`config.mk`:
```
export PLATFORM = sky130hd
export DESIGN_NAME = load_store_unit_flat
export DESIGN_NICKNAME = d
export VERILOG_FILES = /design/src/rtl/lsu_pkg.sv /design/src/rtl/load_store_unit_if.sv /design/src/rtl/lsu_lane_align.sv /design/src/rtl/load_store_unit.sv /design/src/flat_wrapper.sv
export SDC_FILE = /design/constraint.sdc
export NUM_CORES = 1
export LEC_CHECK = 0
export BUFFER_PORTS_ARGS = -buffer_cell sky130_fd_sc_hd__buf_4
export CAP_MARGIN = 20
export CORE_MARGIN = 4
export CORE_UTILIZATION = 45
export CTS_CLUSTER_DIAMETER = 80
export DETAILED_ROUTE_END_ITERATION = 8
export PLACE_DENSITY_LB_ADDON = 0.3
export SYNTH_ARGS = -nofsm -noshare
export SYNTH_HDL_FRONTEND = slang
export SYNTH_SLANG_ARGS = --single-unit
```
`constraint.sdc`:
```
create_clock -name clk -period 2.9 [get_ports clk]
set_clock_uncertainty 0.15 [all_clocks]
set_input_delay 0.29 -clock clk [delete_from_list [all_inputs] [get_ports clk]]
set_output_delay 0.29 -clock clk [all_outputs]
set_load 0.01 [all_outputs]
```
`src/rtl/lsu_pkg.sv`:
```
// Shared definitions for the load/store unit: funct3 access encodings,
// FSM state type and small decode helpers.
package lsu_pkg;

   localparam logic [2:0] F3_B  = 3'd0;
   localparam logic [2:0] F3_H  = 3'd1;
   localparam logic [2:0] F3_W  = 3'd2;
   localparam logic [2:0] F3_BU = 3'd4;
   localparam logic [2:0] F3_HU = 3'd5;

   typedef enum logic [2:0] {
      ST_IDLE,
      ST_RD0,
      ST_RD1,
      ST_WR0,
      ST_WR1,
      ST_DONE
   } lsu_state_e;

   // Encodings 3, 6 and 7 are not memory access types.
   function automatic logic is_illegal(input logic [2:0] f3);
      return !(f3 inside {F3_B, F3_H, F3_W, F3_BU, F3_HU});
   endfunction

   // True when the access spills into the next aligned word.
   function automatic logic is_cross(input logic [2:0] f3, input logic [1:0] off);
      if (f3 == F3_H || f3 == F3_HU) return (off == 2'd3);
      if (f3 == F3_W)                return (off != 2'd0);
      return 1'b0;
   endfunction

endpackage

```
`src/rtl/load_store_unit_if.sv`:
```
// Pipeline-side request/response and data-memory port bundle of the LSU.
interface load_store_unit_if #(
   parameter int DATA_WIDTH = 32,
   parameter int ADDR_WIDTH = 32
);
   logic                  mem_req;
   logic                  mem_write;
   logic [2:0]            funct3;
   logic [ADDR_WIDTH-1:0] addr;
   logic [DATA_WIDTH-1:0] wdata;
   logic                  stall;
   logic                  done;
   logic [DATA_WIDTH-1:0] rdata;
   logic                  err;
   logic [ADDR_WIDTH-1:0] dm_a;
   logic [DATA_WIDTH-1:0] dm_wd;
   logic                  dm_we;
   logic [DATA_WIDTH-1:0] dm_rd;

   // LSU side
   modport slave (
      input  mem_req, mem_write, funct3, addr, wdata, dm_rd,
      output stall, done, rdata, err, dm_a, dm_wd, dm_we
   );

   // Pipeline plus data memory side
   modport master (
      output mem_req, mem_write, funct3, addr, wdata, dm_rd,
      input  stall, done, rdata, err, dm_a, dm_wd, dm_we
   );
endinterface

```
`src/rtl/lsu_lane_align.sv`:
```
// Byte-lane extraction for loads and byte-lane merge for stores over the
// two buffered memory words {buf1, buf0}.
module lsu_lane_align
   import lsu_pkg::*;
(
   input  logic [31:0] i_buf0,
   input  logic [31:0] i_buf1,
   input  logic [31:0] i_wdata,
   input  logic [1:0]  i_off,
   input  logic [2:0]  i_funct3,
   output logic [31:0] o_load,
   output logic [31:0] o_wd0,
   output logic [31:0] o_wd1
);

   logic [63:0] w_pair;
   logic [31:0] w_shifted;
   logic [3:0]  w_size_lanes;
   logic [7:0]  w_lanes;
   logic [63:0] w_mask;
   logic [63:0] w_data_sh;
   logic [63:0] w_merged;

   assign w_pair    = {i_buf1, i_buf0};
   assign w_shifted = 32'(w_pair >> {i_off, 3'b000});

   // Load result: pick the addressed lanes and extend them.
   always_comb begin
      // NOTE: every output of a combinational block gets a default first so no latch is inferred.
      o_load = '0;
      case (i_funct3)
         F3_B:    o_load = {{24{w_shifted[7]}}, w_shifted[7:0]};
         F3_H:    o_load = {{16{w_shifted[15]}}, w_shifted[15:0]};
         F3_W:    o_load = w_shifted;
         F3_BU:   o_load = {24'd0, w_shifted[7:0]};
         F3_HU:   o_load = {16'd0, w_shifted[15:0]};
         default: o_load = '0;
      endcase
   end

   // Byte enables of the store across both words.
   always_comb begin
      w_size_lanes = 4'b0001;
      case (i_funct3[1:0])
         2'd1:    w_size_lanes = 4'b0011;
         2'd2:    w_size_lanes = 4'b1111;
         default: w_size_lanes = 4'b0001;
      endcase
      w_lanes = {4'b0000, w_size_lanes} << i_off;
      for (int i = 0; i < 8; i++) begin
         w_mask[8*i +: 8] = {8{w_lanes[i]}};
      end
   end

   assign w_data_sh = {32'd0, i_wdata} << {i_off, 3'b000};
   assign w_merged  = (w_pair & ~w_mask) | (w_data_sh & w_mask);
   assign o_wd0     = w_merged[31:0];
   assign o_wd1     = w_merged[63:32];

endmodule

```
`src/rtl/load_store_unit.sv`:
```
// Multi-cycle load/store unit: handles misaligned and sub-word accesses
// against a word-wide data memory using read-modify-write sequences.
module load_store_unit
   import lsu_pkg::*;
#(
   parameter int DATA_WIDTH = 32,
   parameter int ADDR_WIDTH = 32
) (
   input logic               clk,
   input logic               rst,
   load_store_unit_if.slave  bus
);

   lsu_state_e            r_state;
   logic [ADDR_WIDTH-1:0] r_addr;
   logic [DATA_WIDTH-1:0] r_wdata;
   logic [DATA_WIDTH-1:0] r_buf0;
   logic [DATA_WIDTH-1:0] r_buf1;
   logic [2:0]            r_funct3;
   logic                  r_write;

   logic [ADDR_WIDTH-1:0] w_base;
   logic [ADDR_WIDTH-1:0] w_base_next;
   logic [1:0]            w_off;
   logic                  w_cross;
   logic                  w_illegal;
   logic                  w_in_illegal;
   logic                  w_in_aligned_sw;
   logic [DATA_WIDTH-1:0] w_load;
   logic [DATA_WIDTH-1:0] w_wd0;
   logic [DATA_WIDTH-1:0] w_wd1;

   assign w_base          = {r_addr[ADDR_WIDTH-1:2], 2'b00};
   assign w_base_next     = w_base + ADDR_WIDTH'(4);
   assign w_off           = r_addr[1:0];
   assign w_cross         = is_cross(r_funct3, w_off);
   assign w_illegal       = is_illegal(r_funct3);
   assign w_in_illegal    = is_illegal(bus.funct3);
   assign w_in_aligned_sw = bus.mem_write && (bus.funct3 == F3_W) && (bus.addr[1:0] == 2'b00);

   lsu_lane_align u_lane_align (
      .i_buf0   (r_buf0),
      .i_buf1   (r_buf1),
      .i_wdata  (r_wdata),
      .i_off    (w_off),
      .i_funct3 (r_funct3),
      .o_load   (w_load),
      .o_wd0    (w_wd0),
      .o_wd1    (w_wd1)
   );

   // Access sequencer: captures the request and walks the read/write phases.
   always_ff @(posedge clk) begin
      if (rst) begin
         // NOTE: the word buffers are plain registers, so they are cleared with the rest of the state.
         r_state  <= ST_IDLE;
         r_addr   <= '0;
         r_wdata  <= '0;
         r_buf0   <= '0;
         r_buf1   <= '0;
         r_funct3 <= '0;
         r_write  <= 1'b0;
      end else begin
         // NOTE: sequential state uses non-blocking assignment so every register samples pre-edge values.
         case (r_state)
            ST_IDLE: begin
               if (bus.mem_req) begin
                  r_addr   <= bus.addr;
                  r_wdata  <= bus.wdata;
                  r_funct3 <= bus.funct3;
                  r_write  <= bus.mem_write;
                  if (w_in_illegal)         r_state <= ST_DONE;
                  else if (w_in_aligned_sw) r_state <= ST_WR0;
                  else                      r_state <= ST_RD0;
               end
            end
            ST_RD0: begin
               r_buf0 <= bus.dm_rd;
               if (w_cross)      r_state <= ST_RD1;
               else if (r_write) r_state <= ST_WR0;
               else              r_state <= ST_DONE;
            end
            ST_RD1: begin
               r_buf1  <= bus.dm_rd;
               r_state <= r_write ? ST_WR0 : ST_DONE;
            end
            ST_WR0:  r_state <= w_cross ? ST_WR1 : ST_DONE;
            ST_WR1:  r_state <= ST_DONE;
            ST_DONE: r_state <= ST_IDLE;
            default: r_state <= ST_IDLE;
         endcase
      end
   end

   // Output decode from the current state.
   always_comb begin
      bus.stall = 1'b0;
      bus.done  = 1'b0;
      bus.err   = 1'b0;
      bus.rdata = '0;
      bus.dm_a  = '0;
      bus.dm_wd = '0;
      bus.dm_we = 1'b0;
      case (r_state)
         ST_IDLE: bus.stall = bus.mem_req;
         ST_RD0: begin
            bus.stall = 1'b1;
            bus.dm_a  = w_base;
         end
         ST_RD1: begin
            bus.stall = 1'b1;
            bus.dm_a  = w_base_next;
         end
         ST_WR0: begin
            bus.stall = 1'b1;
            bus.dm_a  = w_base;
            bus.dm_wd = w_wd0;
            bus.dm_we = 1'b1;
         end
         ST_WR1: begin
            bus.stall = 1'b1;
            bus.dm_a  = w_base_next;
            bus.dm_wd = w_wd1;
            bus.dm_we = 1'b1;
         end
         ST_DONE: begin
            bus.done  = 1'b1;
            bus.err   = w_illegal;
            bus.rdata = (w_illegal || r_write) ? '0 : w_load;
         end
         default: ;
      endcase
   end

endmodule

```
`src/flat_wrapper.sv`:
```
// flat-port wrapper written by rule: the top's interface ports become plain ports
module load_store_unit_flat import lsu_pkg::*;
#(
   parameter int DATA_WIDTH = 32,
   parameter int ADDR_WIDTH = 32
)
  (clk, rst, bus_mem_req, bus_mem_write, bus_funct3, bus_addr, bus_wdata, bus_dm_rd, bus_stall, bus_done, bus_rdata, bus_err, bus_dm_a, bus_dm_wd, bus_dm_we);
  load_store_unit_if #(.DATA_WIDTH(DATA_WIDTH), .ADDR_WIDTH(ADDR_WIDTH)) bus_i ();
  input logic clk;
  input logic rst;
  input wire logic [$bits(bus_i.mem_req)-1:0] bus_mem_req;
  input wire logic [$bits(bus_i.mem_write)-1:0] bus_mem_write;
  input wire logic [$bits(bus_i.funct3)-1:0] bus_funct3;
  input wire logic [$bits(bus_i.addr)-1:0] bus_addr;
  input wire logic [$bits(bus_i.wdata)-1:0] bus_wdata;
  input wire logic [$bits(bus_i.dm_rd)-1:0] bus_dm_rd;
  output wire logic [$bits(bus_i.stall)-1:0] bus_stall;
  output wire logic [$bits(bus_i.done)-1:0] bus_done;
  output wire logic [$bits(bus_i.rdata)-1:0] bus_rdata;
  output wire logic [$bits(bus_i.err)-1:0] bus_err;
  output wire logic [$bits(bus_i.dm_a)-1:0] bus_dm_a;
  output wire logic [$bits(bus_i.dm_wd)-1:0] bus_dm_wd;
  output wire logic [$bits(bus_i.dm_we)-1:0] bus_dm_we;
  assign bus_i.mem_req = bus_mem_req;
  assign bus_i.mem_write = bus_mem_write;
  assign bus_i.funct3 = bus_funct3;
  assign bus_i.addr = bus_addr;
  assign bus_i.wdata = bus_wdata;
  assign bus_i.dm_rd = bus_dm_rd;
  assign bus_stall = bus_i.stall;
  assign bus_done = bus_i.done;
  assign bus_rdata = bus_i.rdata;
  assign bus_err = bus_i.err;
  assign bus_dm_a = bus_i.dm_a;
  assign bus_dm_wd = bus_i.dm_wd;
  assign bus_dm_we = bus_i.dm_we;
  load_store_unit #(.DATA_WIDTH(DATA_WIDTH), .ADDR_WIDTH(ADDR_WIDTH)) u_core (.clk(clk), .rst(rst), .bus(bus_i));
endmodule
```
# [Word level (Yosys, flattened, before mapping)]
# Index checks and enable logic that the tools add are counted.
[word_totals] word_cells=73 ff_bits=135
[classes] addsub=1 n_reduce_logical=17 n_bitwise=4 muxes=24 n_eq_ne=17 n_shift=3
[ops] cell="32-bit case mux with 5 select lines" n=1
[ops] cell="64-bit AND" n=2
[ops] cell="32-bit case mux with 2 select lines" n=2
[ops] cell="32-bit two-way mux" n=2
[ops] cell="64-bit NOT" n=1
[ops] cell="64-bit bitwise OR" n=1
[ops] cell="32-bit by 5-bit << shifter with 64-bit output" n=1
[ops] cell="64-bit by 5-bit >> shifter with 32-bit output" n=1
[ops] cell="32-bit by 3-bit adder with 32-bit output (second input constant)" n=1
[ops] cell="3-bit equality test (second input constant)" n=6
[ops] cell="3-bit case mux with 5 select lines" n=1
[ops] cell="3-bit by 2-bit equality test with 1-bit output (second input constant)" n=4
[ops] cell="3-bit two-way mux" n=4
[ops] cell="1-bit two-way mux" n=11
[ops] cell="5-bit nonzero test" n=2
[ops] cell="3-bit by 1-bit equality test with 1-bit output (second input constant)" n=3
[ops] cell="3-bit zero test" n=3
[ops] cell="4-bit case mux with 2 select lines" n=1
[ops] cell="4-bit by 2-bit << shifter with 8-bit output" n=1
[ops] cell="2-bit OR reduction" n=3
[ops] cell="2-bit equality test (second input constant)" n=2
[ops] cell="4-bit OR reduction" n=1
[ops] cell="2-bit by 1-bit equality test with 1-bit output (second input constant)" n=1
[ops] cell="1-bit logical AND" n=2
[ops] cell="other kinds (8)" n=9

# [Logic depth before layout (Yosys ltp)]
# Gate-level depths: netlist of the first run.
[depth] depth_word=8 ltp_mapped=9 mapped_depth_nobuf=7

# [Cells and area by module]
# Synthesis of the first run repeated with hierarchy kept, for this count alone.
[hier_totals] cells_unflattened=1141 area_unflattened_um2=8994.9
[by_module_without_submodules] mod="load_store_unit" area_per_inst_um2=6232.2 cells_each=849 n_inst=1 seq_area_each_um2=2702.6
[by_module_without_submodules] mod="lsu_lane_align" area_per_inst_um2=2762.6 cells_each=292 n_inst=1 seq_area_each_um2=0.0

# [Worst setup path before layout of the first run]
# No wires, ideal clock.
[synth_path] path_kind="reg-to-output" startpoint="register u_core.r_addr[2]" endpoint="output bus_dm_a[18]" slack_ns=0.721 arrival_time_ns=1.739 path_stages_with_launch=7 path_cell_list="dfxtp_1 > ha_1 > nand3_1 > nor4_2 > buf_2 > nand4_1 > o21ai_0"
[synth_via] elab_chain_cells=2
[synth_rtl] element="start: declaration" line="load_store_unit.sv:15" text="logic [ADDR_WIDTH-1:0] r_addr;"
[synth_rtl] element="start signal: assignment" line="load_store_unit.sv:68" text="r_addr <= bus.addr;"
[synth_rtl] element="32-bit by 3-bit adder with 32-bit output" line="load_store_unit.sv:34" text="assign w_base_next = w_base + ADDR_WIDTH'(4);"
[synth_rtl] element="32-bit case mux with 2 select lines" line="load_store_unit.sv:104" text="case (r_state)"
[synth_rtl] element="end: declaration" line="flat_wrapper.sv:21" text="output wire logic [$bits(bus_i.dm_a)-1:0] bus_dm_a;"
# No other way between the ends.

# [Final worst setup path of the first run]
[layout_path] startpoint="register u_core.r_state[2]" endpoint="output bus_dm_wd[12]"
[layout_via] elab_chain_cells=2
[layout_rtl] element="start: declaration" line="load_store_unit.sv:14" text="lsu_state_e r_state;"
[layout_rtl] element="start signal: assignment" line="load_store_unit.sv:85" text="r_state <= r_write ? ST_WR0 : ST_DONE;"
[layout_rtl] element="start signal: assignment" line="load_store_unit.sv:87" text="ST_WR0: r_state <= w_cross ? ST_WR1 : ST_DONE;"
[layout_rtl] element="3-bit equality test or 3-bit by 2-bit equality test with 1-bit output (tied branches)" line="load_store_unit.sv:104"
[layout_rtl] element="32-bit case mux with 2 select lines *" line="load_store_unit.sv:104"
[layout_rtl] element="end: declaration" line="flat_wrapper.sv:22" text="output wire logic [$bits(bus_i.dm_wd)-1:0] bus_dm_wd;"
# Every way passes the cells marked *; elsewhere a longest branch is shown, timed or not.

==> summary.md, run 1 <==
| Metric | Value |
|---|---|
| Worst Min Path Start | `rst` |
| Routed wire per std cell | `19.5 um` |
| Crit path launch type | `flip-flop` |
| Req. time, crit path | `2.46 ns` |
| Clk Tree Root Cell | `clkbuf_16` |
| I/O pin cnt | `203` |
| Status | `completed` |
| Sequential fraction of the synthesis area | `32.4%` |
| CTS tree | `built` |
| Slowest stage delay, CP | `0.52 ns` |
| Area of the die | `20,800 um^2` |
| Synth-to-Final Area Change | `40.6%` |
| Post-DP HPWL | `22,300 um` |
| Arr. time, crit path | `2.37 ns` |
| Cell Area, Synth | `8350 um^2` |
| Chip Width | `144 um` |
| Fin. max-slew vios | `0` |
| Ys async rst share | `0%` |
| Longest Clk Path Bufs | `2` |
| Starting density of the core | `46.1%` |
| Fmax achieved | `355 MHz` |
| Total grt overflow | `0` |
| Synthesis warning total | `0` |
| Antenna Nets Post-Route | `0` |
| Number of enable flip-flop cells after synthesis | `0` |
| Worst R2R Start | `u_core.r_state[0]$_SDFFE_PP0P_` |
| Cells after synthesis | `1,139` |
| Critical path class | `flip-flop to primary output` |
| Maximum vdd ir drop | `0.000440 V` |
| Antenna violations before repair | `0` |
| Crit path cell chain | `nand2b_1, nand2b_1, buf_4, o32ai_2, buf_4` |
| Via-per-instance ratio | `5.93` |
| Clock net sink count | `135` |
| Worst-Margin Slew | `0.637 ns` |
| Ratio of final minimum period to clock period | `97.1%` |
| NumNets Final | `1,507` |
| Routing usage on met2 | `48.5%` |
| Site Rows | `49` |
| Pwr Density | `572 nW/um^2` |
| Die Y | `144 um` |
| Worst skew pair latency | `0.43 ns` |
| RSZ-0062 raised after global routing | `no` |
| Vias in the first global route | `8,941` |
| Crit path launch | `u_core.r_state[2]$_SDFFE_PP0P_` |
| Global-route wire length before repair | `49,100 um` |
| Port-buffer cells | `200` |
| Hold Violations, Final | `0` |
| Placed Instances | `1,503` |
| Largest net degree at the start of global routing | `74` |
| H-Tree Depth | `4` |
| Max-cap violations | `0` |
| Crit path max-delay cell type | `dfxtp_1` |
| Synth Register Bits | `135` |
| DRC | `0` |
| Crit Path Max Fanout | `11` |
| TNS Setup | `0 ns` |
| Clock slew at reported path FFs | `0.07 ns` |
| Met3 usage | `7.28%` |
| WL final | `32,000 um` |
| Antenna diodes | `0` |
| Synth Flop Type | `dfxtp_1` |
| Headroom to the max-slew limit | `57.5%` |
| Num CTS Buffers | `17` |
| Final min period | `2.81 ns` |
| CP endpoint kind | `primary output` |
| Total Power | `6.72 mW` |
| Vias | `9,740` |
| Layout cells sized above 1 | `23.6%` |
| Final GP Congestion | `0.994` |
| Core ar. | `18,100 um^2` |
| Finished Layout Cells | `1,642` |
| Worst hold path class | `primary input to flip-flop` |
| Final Util | `64.9%` |
| Syn_area_per_cell | `7.33 um^2` |
| Met1 usage in global routing | `39.6%` |
| Netlist cell types | `51` |
| Busiest layer in global routing | `met2` |
| Drt initial violations | `914` |
| Final setup vio count | `0` |
| Pre-antenna DRT Iters | `5` |
| Fill cell count | `1,529` |
| Tot GR Track Use | `30.2%` |
| Leakage | `4.44 nW` |
==> flip-flops by register name, indices dropped and copies added, names as in the netlist <==
signal and flops:
u_core.r_funct3 3, u_core.r_buf0 32, u_core.r_buf1 32, u_core.r_wdata 32, u_core.r_addr 32, u_core.r_write 1
u_core.r_state 3
==> area by class of cell <==
| class | instances | area (um^2) | share of cell area, % |
|---|---|---|---|
| Clock buffer | 19 | 433 | 3.69 |
| Clock inverter | 13 | 170 | 1.45 |
| Inverter | 10 | 37.5 | 0.320 |
| Multi-Input combinational cell | 898 | 5230 | 44.6 |
| Sequential cell | 135 | 2720 | 23.2 |
| Tap cell | 229 | 287 | 2.44 |
| Timing Repair Buffer | 338 | 2860 | 24.3 |
==> where the power goes <==
part / switching, mW / internal, mW / leakage (nW)
Clock: 0.889 / 1.36 / 0.287
Combinational: 1.17 / 0.880 / 3.05
Sequential: 0.347 / 2.06 / 1.11
Total: 2.41 / 4.31 / 4.44
==> layout by cell type, fill, tap and decap left out, types with 16 or more instances in the layout <==
master and count:
a21oi_1 195, buf_4 231, clkbuf_16 17, dfxtp_1 126, dlygate4sd3_1 101, mux2i_1 55
mux4_2 29, nand2_1 336, nand3_1 17, nor2_1 37, o211ai_1 16, o21ai_0 64
o22ai_1 27
==> worst max-delay path: cells and delay by family, from the launching register on <==
family	cells	cell delay (ns)
compound gates	1	0.39
simple gates	2	0.59
flops	1	0.52
buf+inv	2	0.43
==> cells by family after synthesis <==
| group | after synthesis | synth area share [%] |
|---|---|---|
| DFF | 135 | 32.4 |
| and+or+nand+nor | 458 | 23.4 |
| AOI/OAI and AO/OA | 339 | 22.1 |
| muxes | 89 | 15.1 |
| adders and majority gates | 4 | 0.600 |
| other | 1 | 0.0449 |
| xor gates and xnor gates | 6 | 0.630 |
| buffers and inverters | 107 | 5.71 |
==> layer usage <==
metal / part of all wire, % / up-vias
met5: 0 / -
met1: 39 / 4522
li1: - / 4506
met3: 10 / 106
met2: 47 / 606
met4: 3.8 / 0
==> per-stage QoR <==
stage               setup slack, ns  instance area [um^2]  hold WS, ns
floorplan                     0.721                  8350        0.276
global placement              0.428                 10000        0.293
detailed placement            0.344                 10000        0.299
CTS                          0.0107                 11700        0.136
global route               0.000119                 11700        0.152
finish                       0.0852                 11700        0.149
==> path summary, 6_finish.rpt <==
check	end	slack [ns]	cells past startpoint
hold / removal	u_core.r_addr[16]$_SDFFE_PP0P_	0.15	2
setup / recovery	bus_dm_wd[12]	0.09	5
setup reg to reg	u_core.r_wdata[7]$_SDFFE_PP0P_	0.87	6
hold reg to reg	u_core.r_buf1[28]$_SDFFE_PP0N_	0.31	2
==> synth_stat cells (all sizes together), types with 3 or more instances <==
library cell / count / area, um^2
nand2: 337 / 1260
a21oi: 196 / 981
dfxtp: 135 / 2700
clkbuf: 68 / 255
o21ai: 68 / 340
mux2i: 56 / 561
nor2: 39 / 149
buf: 29 / 184
mux4: 29 / 653
o22ai: 27 / 169
nand3: 20 / 110
o211ai: 16 / 120
nand4: 13 / 87.6
nor2b: 12 / 75.1
inv: 10 / 37.5
a31oi: 9 / 56.3
a21o: 7 / 52.6
nand2b: 7 / 43.8
nor3: 6 / 30.0
or3: 6 / 37.5
nor4: 5 / 58.8
ha: 4 / 50.1
mux2: 4 / 45.0
xor2: 4 / 35.0
a22o: 3 / 26.3
and2: 3 / 18.8
nor4b: 3 / 26.3
o31ai: 3 / 22.5
==> repair_timing <==
item	CTS	global route
endpoints found under the setup margin	21	35
pin swaps	0	4
endpoints found under the hold margin	133	0
gates resized for setup	6	18
setup buffers	3	3
hold buffers	101	0
No activity file was read; power rests on OpenSTA's default activity.
==> inputs of run 2 (changes only) <==
--- a/config.mk
+++ b/config.mk
@@ -7,11 +7,13 @@
 export LEC_CHECK = 0
 export BUFFER_PORTS_ARGS = -buffer_cell sky130_fd_sc_hd__buf_4
 export CAP_MARGIN = 20
+export CELL_PAD_IN_SITES_DETAIL_PLACEMENT = 1
+export CELL_PAD_IN_SITES_GLOBAL_PLACEMENT = 1
 export CORE_MARGIN = 4
-export CORE_UTILIZATION = 45
+export CORE_UTILIZATION = 39
 export CTS_CLUSTER_DIAMETER = 80
 export DETAILED_ROUTE_END_ITERATION = 8
-export PLACE_DENSITY_LB_ADDON = 0.3
+export PLACE_DENSITY_LB_ADDON = 0.25
 export SYNTH_ARGS = -nofsm -noshare
 export SYNTH_HDL_FRONTEND = slang
 export SYNTH_SLANG_ARGS = --single-unit
==> constraint.sdc (replaced) <==
create_clock -name clk -period 2.9 [get_ports clk]
set_clock_uncertainty 0.15 [all_clocks]
set_input_delay 0.29 -clock clk [delete_from_list [all_inputs] [get_ports clk]]
set_output_delay 0.29 -clock clk [all_outputs]
set_load 0.05 [all_outputs]
==> run 2 against run 1 <==
- final area is 1.5% higher
- combinational power is 16% higher
- routed wire length is 16% higher
- non-clock buffer count is 12 higher
- global-route usage is 0.088 points lower
- via count is 1.3% higher
- sequential cell count stayed put
- critical path type unchanged
- critical path depth is 1 higher
- register-to-register slack worse by 0.33 ns
- first-iteration DRC count is 22% lower
- hold slack worse by 0.14 ns
- largest power group unchanged
- sequential power hardly changed
==> summary.md, run 2 (same netlist as run 1, synthesis figures left out) <==
| Metric | Value |
|---|---|
| Slowest stage delay, CP | `0.41 ns (-0.11 ns)` |
| Site Rows | `53 (+8.2%)` |
| Area of the die | `23,800 um^2 (+15%)` |
| Commonest non-fill, non-tap cell in the layout | `nand2_1` |
| WL final | `37,300 um (+16%)` |
| I/O pin cnt | `203 (unchanged)` |
| Crit path launch type | `flip-flop` |
| Ratio of final minimum period to clock period | `97.9% (+0.82 points)` |
| Clock net sink count | `135 (unchanged)` |
| Crit path max-delay cell type | `dfxtp_2` |
| Final GP Congestion | `0.947 (-4.7%)` |
| Worst-Margin Slew | `0.627 ns (-0.0104 ns)` |
| Final min period | `2.84 ns (+0.0237 ns)` |
| Hold Violations, Final | `0 (unchanged)` |
| Crit Path Max Fanout | `7 (-4)` |
| Worst skew pair latency | `0.43 ns (about the same)` |
| Post-DP HPWL | `25,000 um (+12%)` |
| Leakage | `4.50 nW (+1.4%)` |
| Multi-input logic area | `5270 um^2 (+0.81%)` |
| Port-buffer cells | `200 (unchanged)` |
| Total grt overflow | `0 (unchanged)` |
| CP endpoint kind | `primary output` |
| Longest Clk Path Bufs | `2 (unchanged)` |
| Arr. time, crit path | `2.40 ns (+0.03 ns)` |
| Num CTS Buffers | `17 (unchanged)` |
| Die Y | `154 um (+7.0%)` |
| Max-cap violations | `0 (unchanged)` |
| Synth-to-Final Area Change | `42.8%` |
| CTS tree | `built` |
| Fmax achieved | `352 MHz (-0.83%)` |
| Vias | `9,864 (+1.3%)` |
| NumNets Final | `1,519 (+0.80%)` |
| Placed Instances | `1,558 (+3.7%)` |
| DRC | `0 (unchanged)` |
| Largest net degree at the start of global routing | `59 (-20%)` |
| Vias in the first global route | `10,100 (+13%)` |
| H-Tree Depth | `4 (unchanged)` |
| Worst hold path class | `primary input to flip-flop` |
| Maximum vdd ir drop | `0.000391 V (-11%)` |
| Starting density of the core | `39.7% (-6.4 points)` |
| Tot GR Track Use | `30.1% (-0.088 points)` |
| Via-per-instance ratio | `5.79 (-2.4%)` |
| Final worst-path setup slack | `0.0615 ns (-0.0237 ns)` |
| Critical path class | `flip-flop to primary output` |
| Register area | `2730 um^2 (+0.23%)` |
| Drt initial violations | `709 (-22%)` |
| Headroom to the max-slew limit | `58.2% (+0.74 points)` |
| Crit path buffers/inverters | `1 (-1)` |
| Total Power | `6.95 mW (+3.5%)` |
| CP delay by family, top | `simple AND/OR/NAND/NOR gates` |
| Antenna violations before repair | `3 (+3)` |
| Finished Layout Cells | `1,703 (+3.7%)` |
| Final setup vio count | `0 (unchanged)` |
| Layout cells sized above 1 | `25.1% (+1.6 points)` |
| Fill cell count | `2,596 (+70%)` |
| Pwr Density | `583 nW/um^2 (+1.9%)` |
| Clock slew at reported path FFs | `0.06 ns (about the same)` |
| Fin. max-slew vios | `0 (unchanged)` |
| Clk Tree Root Cell | `clkbuf_16` |
| Design area | `11,900 um^2 (+1.5%)` |
| Routed wire per std cell | `21.9 um (+12%)` |
| Antenna Nets Post-Route | `0 (unchanged)` |
| Req. time, crit path | `2.46 ns (about the same)` |
| Global-route wire length before repair | `57,000 um (+16%)` |
| Crit path cell chain | `nand3_2, nor4_4, nand4_1, or3_1, o21ai_0, buf_4` |
| Pre-antenna DRT Iters | `5 (unchanged)` |
| Commonest non-fill, non-tap cells in the layout | `335 x nand2_1, 243 x buf_4, 195 x a21oi_1, 121 x dfxtp_1, 99 x dlygate4sd3_1` |
| Pre-CTS setup slack | `0.356 ns (+0.0124 ns)` |
| Placed cell area | `10,100 um^2 (+1.3%)` |
| Status | `completed` |
| Chip Width | `154 um (+7.0%)` |
| Core ar. | `21,000 um^2 (+16%)` |
-- run 2: final timing paths --
kind	startpoint	slack, ns	cells after the start	endpoint
min	bus_addr[2]	0.01	3	u_core.r_addr[2]$_SDFFE_PP0P_
max reg2reg	u_core.r_state[0]$_SDFFE_PP0P_	0.54	6	u_core.r_wdata[29]$_SDFFE_PP0P_
min reg2reg	u_core.r_buf1[26]$_SDFFE_PP0N_	0.31	2	u_core.r_buf1[26]$_SDFFE_PP0N_
max	u_core.r_addr[6]$_SDFFE_PP0P_	0.06	6	bus_dm_a[19]
-- run 2: metal layers --
| layer | routed length, um | vias up | share of wire, % | track usage (%) |
|---|---|---|---|---|
| li1 | - | 4541 | - | - |
| met1 | 15000 | 4763 | 40 | 37.6 |
| met2 | 18000 | 467 | 48 | 50.8 |
| met3 | 2890 | 93 | 7.8 | 6.83 |
| met4 | 1390 | 0 | 3.7 | 11.4 |
| met5 | 0 | - | 0 | 0 |
-- run 2: report_power, final --
group | internal [mW] | switching, mW
clock | 1.24 | 0.904
sequential | 2.06 | 0.375
combinational | 0.923 | 1.45
total | 4.22 | 2.73
-- run 2: final cells by class --
class / instances / share of cell area [%]
Antenna cell: 3 / 0.0630
Clock buffer: 20 / 3.83
Clock inverter: 12 / 0.987
Inverter: 10 / 0.315
Multi-Input combinational cell: 898 / 44.3
Sequential cell: 135 / 22.9
Tap cell: 275 / 2.89
Timing Repair Buffer: 350 / 24.8
-- run 2: through the flow --
stage / setup TNS (ns) / util [%] / hold WS, ns
detailed placement: 0 / 48.2 / 0.301
global placement: 0 / 48.2 / 0.295
CTS: -0.0140 / 56.0 / 0.0138
floorplan: -4.43 / - / 0.276
global route: -0.0991 / 56.7 / 0.0396
finish: 0 / 56.7 / 0.0140
-- run 2: tightest hold or removal path: cells and delay by family --
kind	cells	cell delay (ns)
AO/OA/AOI/OAI	1	0.07
buffers and inverters	1	0.11
AND/OR/NAND/NOR	1	0.08
-- run 2: repair_timing --
item | 4_1_cts | 5_1_grt
hold buffers | 99 | 0
gates resized for setup | 7 | 30
endpoints found under the setup margin | 17 | 60
gates cloned | 0 | 0
setup buffers | 5 | 6
pin swaps | 2 | 7
endpoints found under the hold margin | 129 | 0
